## src/rtl/if_id_bundle_buffer.sv

```systemverilog
// Fetch-to-decode bundle buffer: one main bundle register plus a one-bundle skid slot.
// Decode takes an in-order lane count each cycle and the remaining lanes compact toward lane 0.
module if_id_bundle_buffer #(
  parameter int LANES = 4,
  parameter int W     = 64,
  parameter int CNT_W = $clog2(LANES + 1)
) (
  input  logic                 clk,
  input  logic                 rst,
  input  logic                 flush,
  input  logic                 stall,
  input  logic                 in_valid,
  input  logic [LANES-1:0]     in_mask,
  input  logic [LANES*W-1:0]   in_data,
  output logic                 in_ready,
  output logic [LANES-1:0]     out_mask,
  output logic [LANES*W-1:0]   out_data,
  input  logic [CNT_W-1:0]     consume,
  output logic                 overconsume_err
);

  logic [LANES-1:0]   main_mask_reg, main_mask_next;
  logic [LANES*W-1:0] main_data_reg, main_data_next;
  logic               skid_valid_reg, skid_valid_next;
  logic [LANES-1:0]   skid_mask_reg, skid_mask_next;
  logic [LANES*W-1:0] skid_data_reg, skid_data_next;
  logic               err_reg, err_next;

  logic [LANES-1:0]   san_mask;
  logic [LANES*W-1:0] san_data;
  logic [CNT_W-1:0]   main_cnt;
  logic [CNT_W-1:0]   k_eff;
  logic               over;
  logic [LANES-1:0]   rem_mask;
  logic [LANES*W-1:0] rem_data;
  logic               take;

  // Keep only the contiguous valid prefix from lane 0; dropped lanes carry zero data.
  genvar gi;
  generate
    for (gi = 0; gi < LANES; gi++) begin : g_san
      if (gi == 0) begin : g_first
        assign san_mask[gi] = in_mask[gi];
      end else begin : g_rest
        assign san_mask[gi] = in_mask[gi] & san_mask[gi-1];
      end
      assign san_data[gi*W +: W] = san_mask[gi] ? in_data[gi*W +: W] : '0;
    end
  endgenerate

  always_comb begin
    main_cnt = '0;
    for (int i = 0; i < LANES; i++) begin
      main_cnt = main_cnt + CNT_W'(main_mask_reg[i]);
    end
  end

  assign over  = !stall && (consume > main_cnt);
  assign k_eff = stall ? '0 : (over ? main_cnt : consume);

  // Logical right shifts compact the leftover lanes and zero-fill the vacated top lanes.
  assign rem_mask = main_mask_reg >> k_eff;
  assign rem_data = main_data_reg >> (k_eff * W);

  assign take = in_valid && in_ready && (|san_mask);

  always_comb begin
    main_mask_next  = main_mask_reg;
    main_data_next  = main_data_reg;
    skid_valid_next = skid_valid_reg;
    skid_mask_next  = skid_mask_reg;
    skid_data_next  = skid_data_reg;
    err_next        = err_reg;
    if (flush) begin
      main_mask_next  = '0;
      main_data_next  = '0;
      skid_valid_next = 1'b0;
      skid_mask_next  = '0;
      skid_data_next  = '0;
    end else begin
      err_next = err_reg | over;
      if (|rem_mask) begin
        main_mask_next = rem_mask;
        main_data_next = rem_data;
        if (take) begin
          skid_valid_next = 1'b1;
          skid_mask_next  = san_mask;
          skid_data_next  = san_data;
        end
      end else if (skid_valid_reg) begin
        main_mask_next  = skid_mask_reg;
        main_data_next  = skid_data_reg;
        skid_valid_next = 1'b0;
        skid_mask_next  = '0;
        skid_data_next  = '0;
      end else if (take) begin
        main_mask_next = san_mask;
        main_data_next = san_data;
      end else begin
        main_mask_next = '0;
        main_data_next = '0;
      end
    end
  end

  always_ff @(posedge clk) begin
    if (rst) begin
      main_mask_reg  <= '0;
      main_data_reg  <= '0;
      skid_valid_reg <= 1'b0;
      skid_mask_reg  <= '0;
      skid_data_reg  <= '0;
      err_reg        <= 1'b0;
    end else begin
      main_mask_reg  <= main_mask_next;
      main_data_reg  <= main_data_next;
      skid_valid_reg <= skid_valid_next;
      skid_mask_reg  <= skid_mask_next;
      skid_data_reg  <= skid_data_next;
      err_reg        <= err_next;
    end
  end

  assign in_ready        = !skid_valid_reg;
  assign out_mask        = main_mask_reg;
  assign out_data        = main_data_reg;
  assign overconsume_err = err_reg;

endmodule

```

## config.mk

```make
export PLATFORM = sky130hd
export DESIGN_NAME = if_id_bundle_buffer
export DESIGN_NICKNAME = d
export VERILOG_FILES = /design/src/rtl/if_id_bundle_buffer.sv
export SDC_FILE = /design/constraint.sdc
export NUM_CORES = 1
export LEC_CHECK = 0
export BUFFER_PORTS_ARGS = -buffer_cell sky130_fd_sc_hd__buf_4
export CORE_MARGIN = 2
export CORE_UTILIZATION = 35
export CTS_CLUSTER_SIZE = 28
export DETAILED_ROUTE_END_ITERATION = 10
export GPL_TIMING_DRIVEN = 0
export PLACE_DENSITY = 0.55
export SLEW_MARGIN = 20
export SYNTH_ARGS = -nofsm -noshare
export SYNTH_HDL_FRONTEND = slang
export SYNTH_SLANG_ARGS = --single-unit
```

## constraint.sdc

```tcl
create_clock -name clk -period 4.6 [get_ports clk]
set_input_delay 0.92 -clock clk [delete_from_list [all_inputs] [get_ports clk]]
set_output_delay 0.92 -clock clk [all_outputs]
set_load 0.02 [all_outputs]
```

Yosys cells after proc, flatten, opt, wreduce, memory -nomap -nowiden. Index checks and enable logic that the tools add are counted.

Multiply operators: 0. Shifts and indexed selects: 2. Magnitude comparators: 1. Mux-type cells: 18. Eq/ne operators: 1. Bitwise gates (word level): 5. Reduce and logical (&&, ||, !) cells: 11. Div/mod/pow operators: 0. Add/sub/neg operators: 3.

Operator list (count): 2-to-1 mux 256 bit (6); 2-to-1 mux 64 bit (4); >> shifter 256 x 9 -> 256 bit (1); 2-to-1 mux 4 bit (6); OR reduction 4 bit (2); 2-to-1 mux 3 bit (2); >> shifter 4 x 3 -> 4 bit (1); adder 2 x 1 -> 3 bit (1); adder 3 x 1 -> 3 bit (1); AND 1 bit (3); > comparator 3 bit (1); logical AND 1 bit (3); OR reduction 3 bit (1); adder 1 x 1 -> 2 bit (1); logical NOT 1 bit (2); != test 2 bit (second input constant) (1); AND reduction 2 bit (1); nonzero test 2 bit (1); OR reduction 2 bit (1); inverter 1 bit (1); OR 1 bit (1).

ROM bits: 0. Latch bits: 0. Register bits: 522. Memories: 0. Input port bits: 268. RAM bits: 0. Output and inout port bits: 262.

Logic depth before layout (Yosys ltp).
Depth after elaboration: 11. Depth in mapped cells: 18. Depth with buffers taken out: 14.

Worst setup path before layout. OpenSTA, ideal clock, no wires.

Kind: register -> register. From: reg main_mask_reg[0] (netlist: out_mask[0]). To: reg main_data_reg[186] (netlist: out_data[186]). Arrival: 4.023 ns. Data required time: 4.484 ns. Cell stages (with the launch flop): 17. Path buffers: 3. Slack: 0.461 ns. Path through: dfxtp_1 inv_1 fa_1 inv_1 ha_1 ha_1 inv_1 ha_1 a311o_1 nor2_1 buf_2 nand2_1 o21ai_1 buf_2 buf_2 mux2_2 a31o_2.

Word-level cells in the longest chain between the ends: 10. Elaborated cells between the ends (all ways): 11.

Ends and longest elaborated chain: start, declared (line 22) `logic [LANES-1:0] main_mask_reg, main_mask_next;`; start signal, assigned (line 115) `main_mask_reg <= main_mask_next;`; parallel branches: the longest is 9 deep, another holds adder 2 x 1 -> 3 bit; 2-to-1 mux 256 bit * (line 82) `if (|rem_mask) begin`; end signal, assigned (line 116) `main_data_reg <= main_data_next;`; end, declared (line 23) `logic [LANES*W-1:0] main_data_reg, main_data_next;`.

Every way passes the cells marked *. A chain may end at the register's enable or synchronous reset.

Worst setup path after layout.
From: reg main_mask_reg[0] (netlist: out_mask[0]). To: reg skid_data_reg[110].

Word-level cells in the longest chain between the ends: 11. Elaborated cells between the ends (all ways): 13.

Ends and longest elaborated chain: adder 1 x 1 -> 2 bit (line 54) `main_cnt = main_cnt + CNT_W'(main_mask_reg[i]);`; adder 2 x 1 -> 3 bit (line 54); adder 3 x 1 -> 3 bit (line 54); > comparator 3 bit (line 58) `assign over = !stall && (consume > main_cnt);`; logical AND 1 bit (line 58); 2-to-1 mux 3 bit (2 in series) (line 59) `assign k_eff = stall ? '0 : (over ? main_cnt : consume);`; >> shifter 4 x 3 -> 4 bit * (line 62) `assign rem_mask = main_mask_reg >> k_eff;`; OR reduction 4 bit * (line 82); != test 2 bit (no source line) / nonzero test 2 bit (equally long branches); AND reduction 2 bit (no source line); end signal, assigned (line 119) `skid_data_reg <= skid_data_next;`; end, declared (line 26) `logic [LANES*W-1:0] skid_data_reg, skid_data_next;`.

Every way passes the cells marked *; elsewhere a longest branch is shown, timed or not.

==> flow_metrics.py <==
metrics = {
    "status": {
        "status": "complete, no violations",
    },
    "placement": {
        "place_area_sq_mm": 0.02741,
        "portBuffers": 528,
        "hpwlAfterDp_um": 76790,
        "dp_cells": 3605,
        "finalWeightedCongestion": 0.8527,
    },
    "timing": {
        "fmax_mhz": 224.6,
        "fin_skew_ns": 0.02215,
        "period_share": 0.9678,
        "relSlewSlack": 0.1776,
        "tightest_slew_ns": 1.234,
        "setup_viol": 0,
        "hold_ws_ns": 0.4655,
        "period_minus_slack_ns": 4.452,
        "rsz0062_at_grt": "true",
        "hold_viol": 0,
        "drv_slew": 0,
    },
    "power_and_ir_drop": {
        "power_density_mw_per_mm2": 355.9,
        "p_leak_uw": 0.01235,
        "finalPower_uw": 10590,
        "p_clk_frac": 0.456,
        "internal-power_uw": 7865,
        "p_seq_frac": 0.433,
        "p_sw_uw": 2723,
        "p_comb_frac": 0.111,
        "p_sw_frac": 0.2571,
        "ir_worst_vdd_v": 0.0002915,
    },
    "floorplanning": {
        "start_util": 0.3536,
        "pin_count": 530,
        "core.rowCount": 92,
        "die_width_um": 256.5,
        "core_area_sq_mm": 0.06308,
        "die_y_um": 256.5,
        "dieArea_sq_mm": 0.06577,
    },
    "clock_network": {
        "clk_pin_slew_worst_paths_ns": 0.06,
        "cts_max_level": 2,
        "numCtsBuffers": 57,
        "cts_root_buf": "clkbuf_16",
        "holdBufCountCts": 0,
        "clockBufferDepth": 3,
        "cts_num_sinks": 522,
        "cts_tree": "built",
        "clkLatencyLatePin_ns": 0.63,
    },
    "worst_setup_path": {
        "cp_cell_sequence": "inv_1, fa_1, inv_1, ha_1, ha_1, inv_1, ha_1, a311o_1, nor2_1, mux2i_2, a21oi_4, a22o_1, clkbuf_4, buf_6, clkbuf_4, a22o_1",
        "worstReg2RegStart": "out_mask[0]",
        "slowest_stage": "fa_1",
        "slowest_delay_ns": 0.53,
        "arrival_ns": 4.97,
        "critPathKind": "reg -> reg",
        "startpoint": "out_mask[0]",
        "path_max_fanout": 10,
        "critPathRequiredTime_ns": 5.12,
        "critPathLaunchType": "register",
        "critPathCaptureType": "register",
    },
    "global_routing": {
        "globalRouteOverflowTotal": 0,
        "grt_first_pass_wirelength_um": 144900,
        "grt_max_degree": 15,
        "grt_pass1_vias": 21780,
        "grt_antenna_before_repair": 26,
        "gr-usage-all-layers": 0.2937,
    },
    "synth": {
        "yosys-top-cells-count": "dfxtp_1, nand2_1, a22o_1",
        "synth.distinct_cells": 44,
        "async_flop_share": 0,
        "synth_top_area_frac": 0.4685,
        "synthTopCellsByArea": "dfxtp_1, a22o_1, a22oi_1, a32o_1, mux2_2",
        "syn_nets": 2502,
        "synth_flop_cell": "dfxtp_1",
        "synth-simple-area-share": 0.06529,
        "synth_top_family_by_area": "compound AO/OA/AOI/OAI gates",
        "synthXorXnorAreaFrac": 0,
        "syn_area_per_cell_sq_um": 10.01,
        "yosysMostFrequentCell": "dfxtp_1",
        "syn-cell-area_sq_mm": 0.02231,
        "synth_compound_area_frac": 0.3481,
        "synth_edf_count": 0,
        "synthAdderAreaFrac": 0.003702,
        "synthCells": 2228,
        "ys_seq_elements": 522,
        "synthMuxAreaShare": 0.06473,
        "post-synth-top-area-cell": "dfxtp_1",
        "ys.warnings.count": 0,
        "synth.yosys.seq_area_share": 0.4685,
    },
    "detailed_routing": {
        "drc": 0,
        "vias": 22140,
        "wl_per_cell_um": 27.10,
        "antenna_left": 0,
        "dr.pass1.iters": 6,
        "wirelength_um": 101200,
        "drtIter0Drc": 1836,
        "vias_per_cell": 5.927,
    },
    "worst_hold_path": {
        "holdCritStartpoint": "skid_data_reg[149]",
        "min-delay-path-class": "reg -> reg",
    },
    "finish": {
        "drive_gt1_frac": 0.3188,
        "nNetsFinal": 3102,
        "area_growth_syn_to_layout_pct": 33.35,
        "final_util": 0.4716,
        "fin_area_sq_mm": 0.02975,
        "layout.cells.non_filler": 3735,
        "fillers": 6186,
    },
    "job": {
        "drv_cap": 0,
    },
}
[layout make-up]
type / instances / area, sq um / area share
multi-input combinational: 1434 / 10830 / 0.3640
clock buffer: 84 / 1690 / 0.05682
inverter: 10 / 37.54 / 0.001262
tap: 846 / 1059 / 0.03558
buffer: 261 / 1275 / 0.04286
sequential: 522 / 10450 / 0.3513
clock inverter: 20 / 256.5 / 0.008622
antenna: 16 / 40.04 / 0.001346
timing repair buffer: 542 / 4109 / 0.1381
[critical path, delay by kind of cell, from the launching register on]
family	cells	cell delay (ns)
buf+inv	6	0.87
fa+ha+maj	4	1.41
compound gates	4	0.94
simple gates	1	0.26
mux	1	0.42
flops	1	0.41
[what timing repair did]
action,in CTS,in global routing
resized for setup,66,97
pin swaps,3,2
setup buffers,7,4
gates cloned,0,0
setup endpoints to repair,479,506
[stage by stage]
step / TNS (ns) / setup WS [ns]
floorplan: 0 / 0.4606
global placement: -267.48 / -1.474
detailed placement: -179.17 / -0.8523
CTS: 0 / 0.001942
global route: -0.5284 / -0.06188
finish: 0 / 0.1480
[cells by family after synthesis]
logic type | Yosys count
compound gates | 936
fa+ha+maj | 6
buf+inv | 272
flops | 522
mux | 136
simple gates | 356
[power by group through the flow]
stage          sequential, uW  combinational (uW)  clock [uW]
3_3_place_gp             4680                1100           0
3_5_place_dp             4680                1120           0
6_report                 4580                1180        4830
4_1_cts                  4580                1150        4900
5_1_grt                  4580                1240        5070
2_1_floorplan            4700                 523           0
[per-layer routing]
layer	wire (um)	part of all wire	track usage	vias to the layer above
li1	-	-	-	9973
met4	3812	0.038	0.1229	20
met5	119	0.0012	0	-
met1	41740	0.41	0.3673	11010
met3	7666	0.076	0.06762	199
met2	47880	0.47	0.4858	938
[layout by cell type, fill, tap and decap left out, types with 4 or more instances in the layout]
| cell type | instances |
|---|---|
| diode_2 | 16 |
| o22a_1 | 65 |
| clkbuf_16 | 59 |
| buf_2 | 38 |
| bufinv_16 | 6 |
| inv_1 | 10 |
| mux2_2 | 66 |
| buf_6 | 8 |
| clkbuf_2 | 60 |
| a31o_2 | 64 |
| a21o_1 | 4 |
| nor2_1 | 79 |
| clkbuf_8 | 12 |
| and3_1 | 4 |
| a22oi_1 | 193 |
| nor3_1 | 66 |
| a21oi_1 | 71 |
| clkinv_2 | 12 |
| buf_4 | 552 |
| nand2_1 | 195 |
| a2bb2oi_1 | 65 |
| dfxtp_1 | 521 |
| ha_1 | 5 |
| o22ai_1 | 65 |
| o21ai_0 | 4 |
| a22o_1 | 194 |
| clkbuf_1 | 134 |
| mux2i_1 | 69 |
| a41o_1 | 64 |
| clkbuf_4 | 19 |
| a32o_1 | 129 |
[worst paths after layout]
kind | endpoint | slack [ns] | depth (start not counted)
max | skid_data_reg[110] | 0.15 | 16
min | skid_data_reg[149] | 0.47 | 1
max reg2reg | skid_data_reg[110] | 0.15 | 16
min reg2reg | skid_data_reg[149] | 0.47 | 1
(Power assumes the default switching activity.)
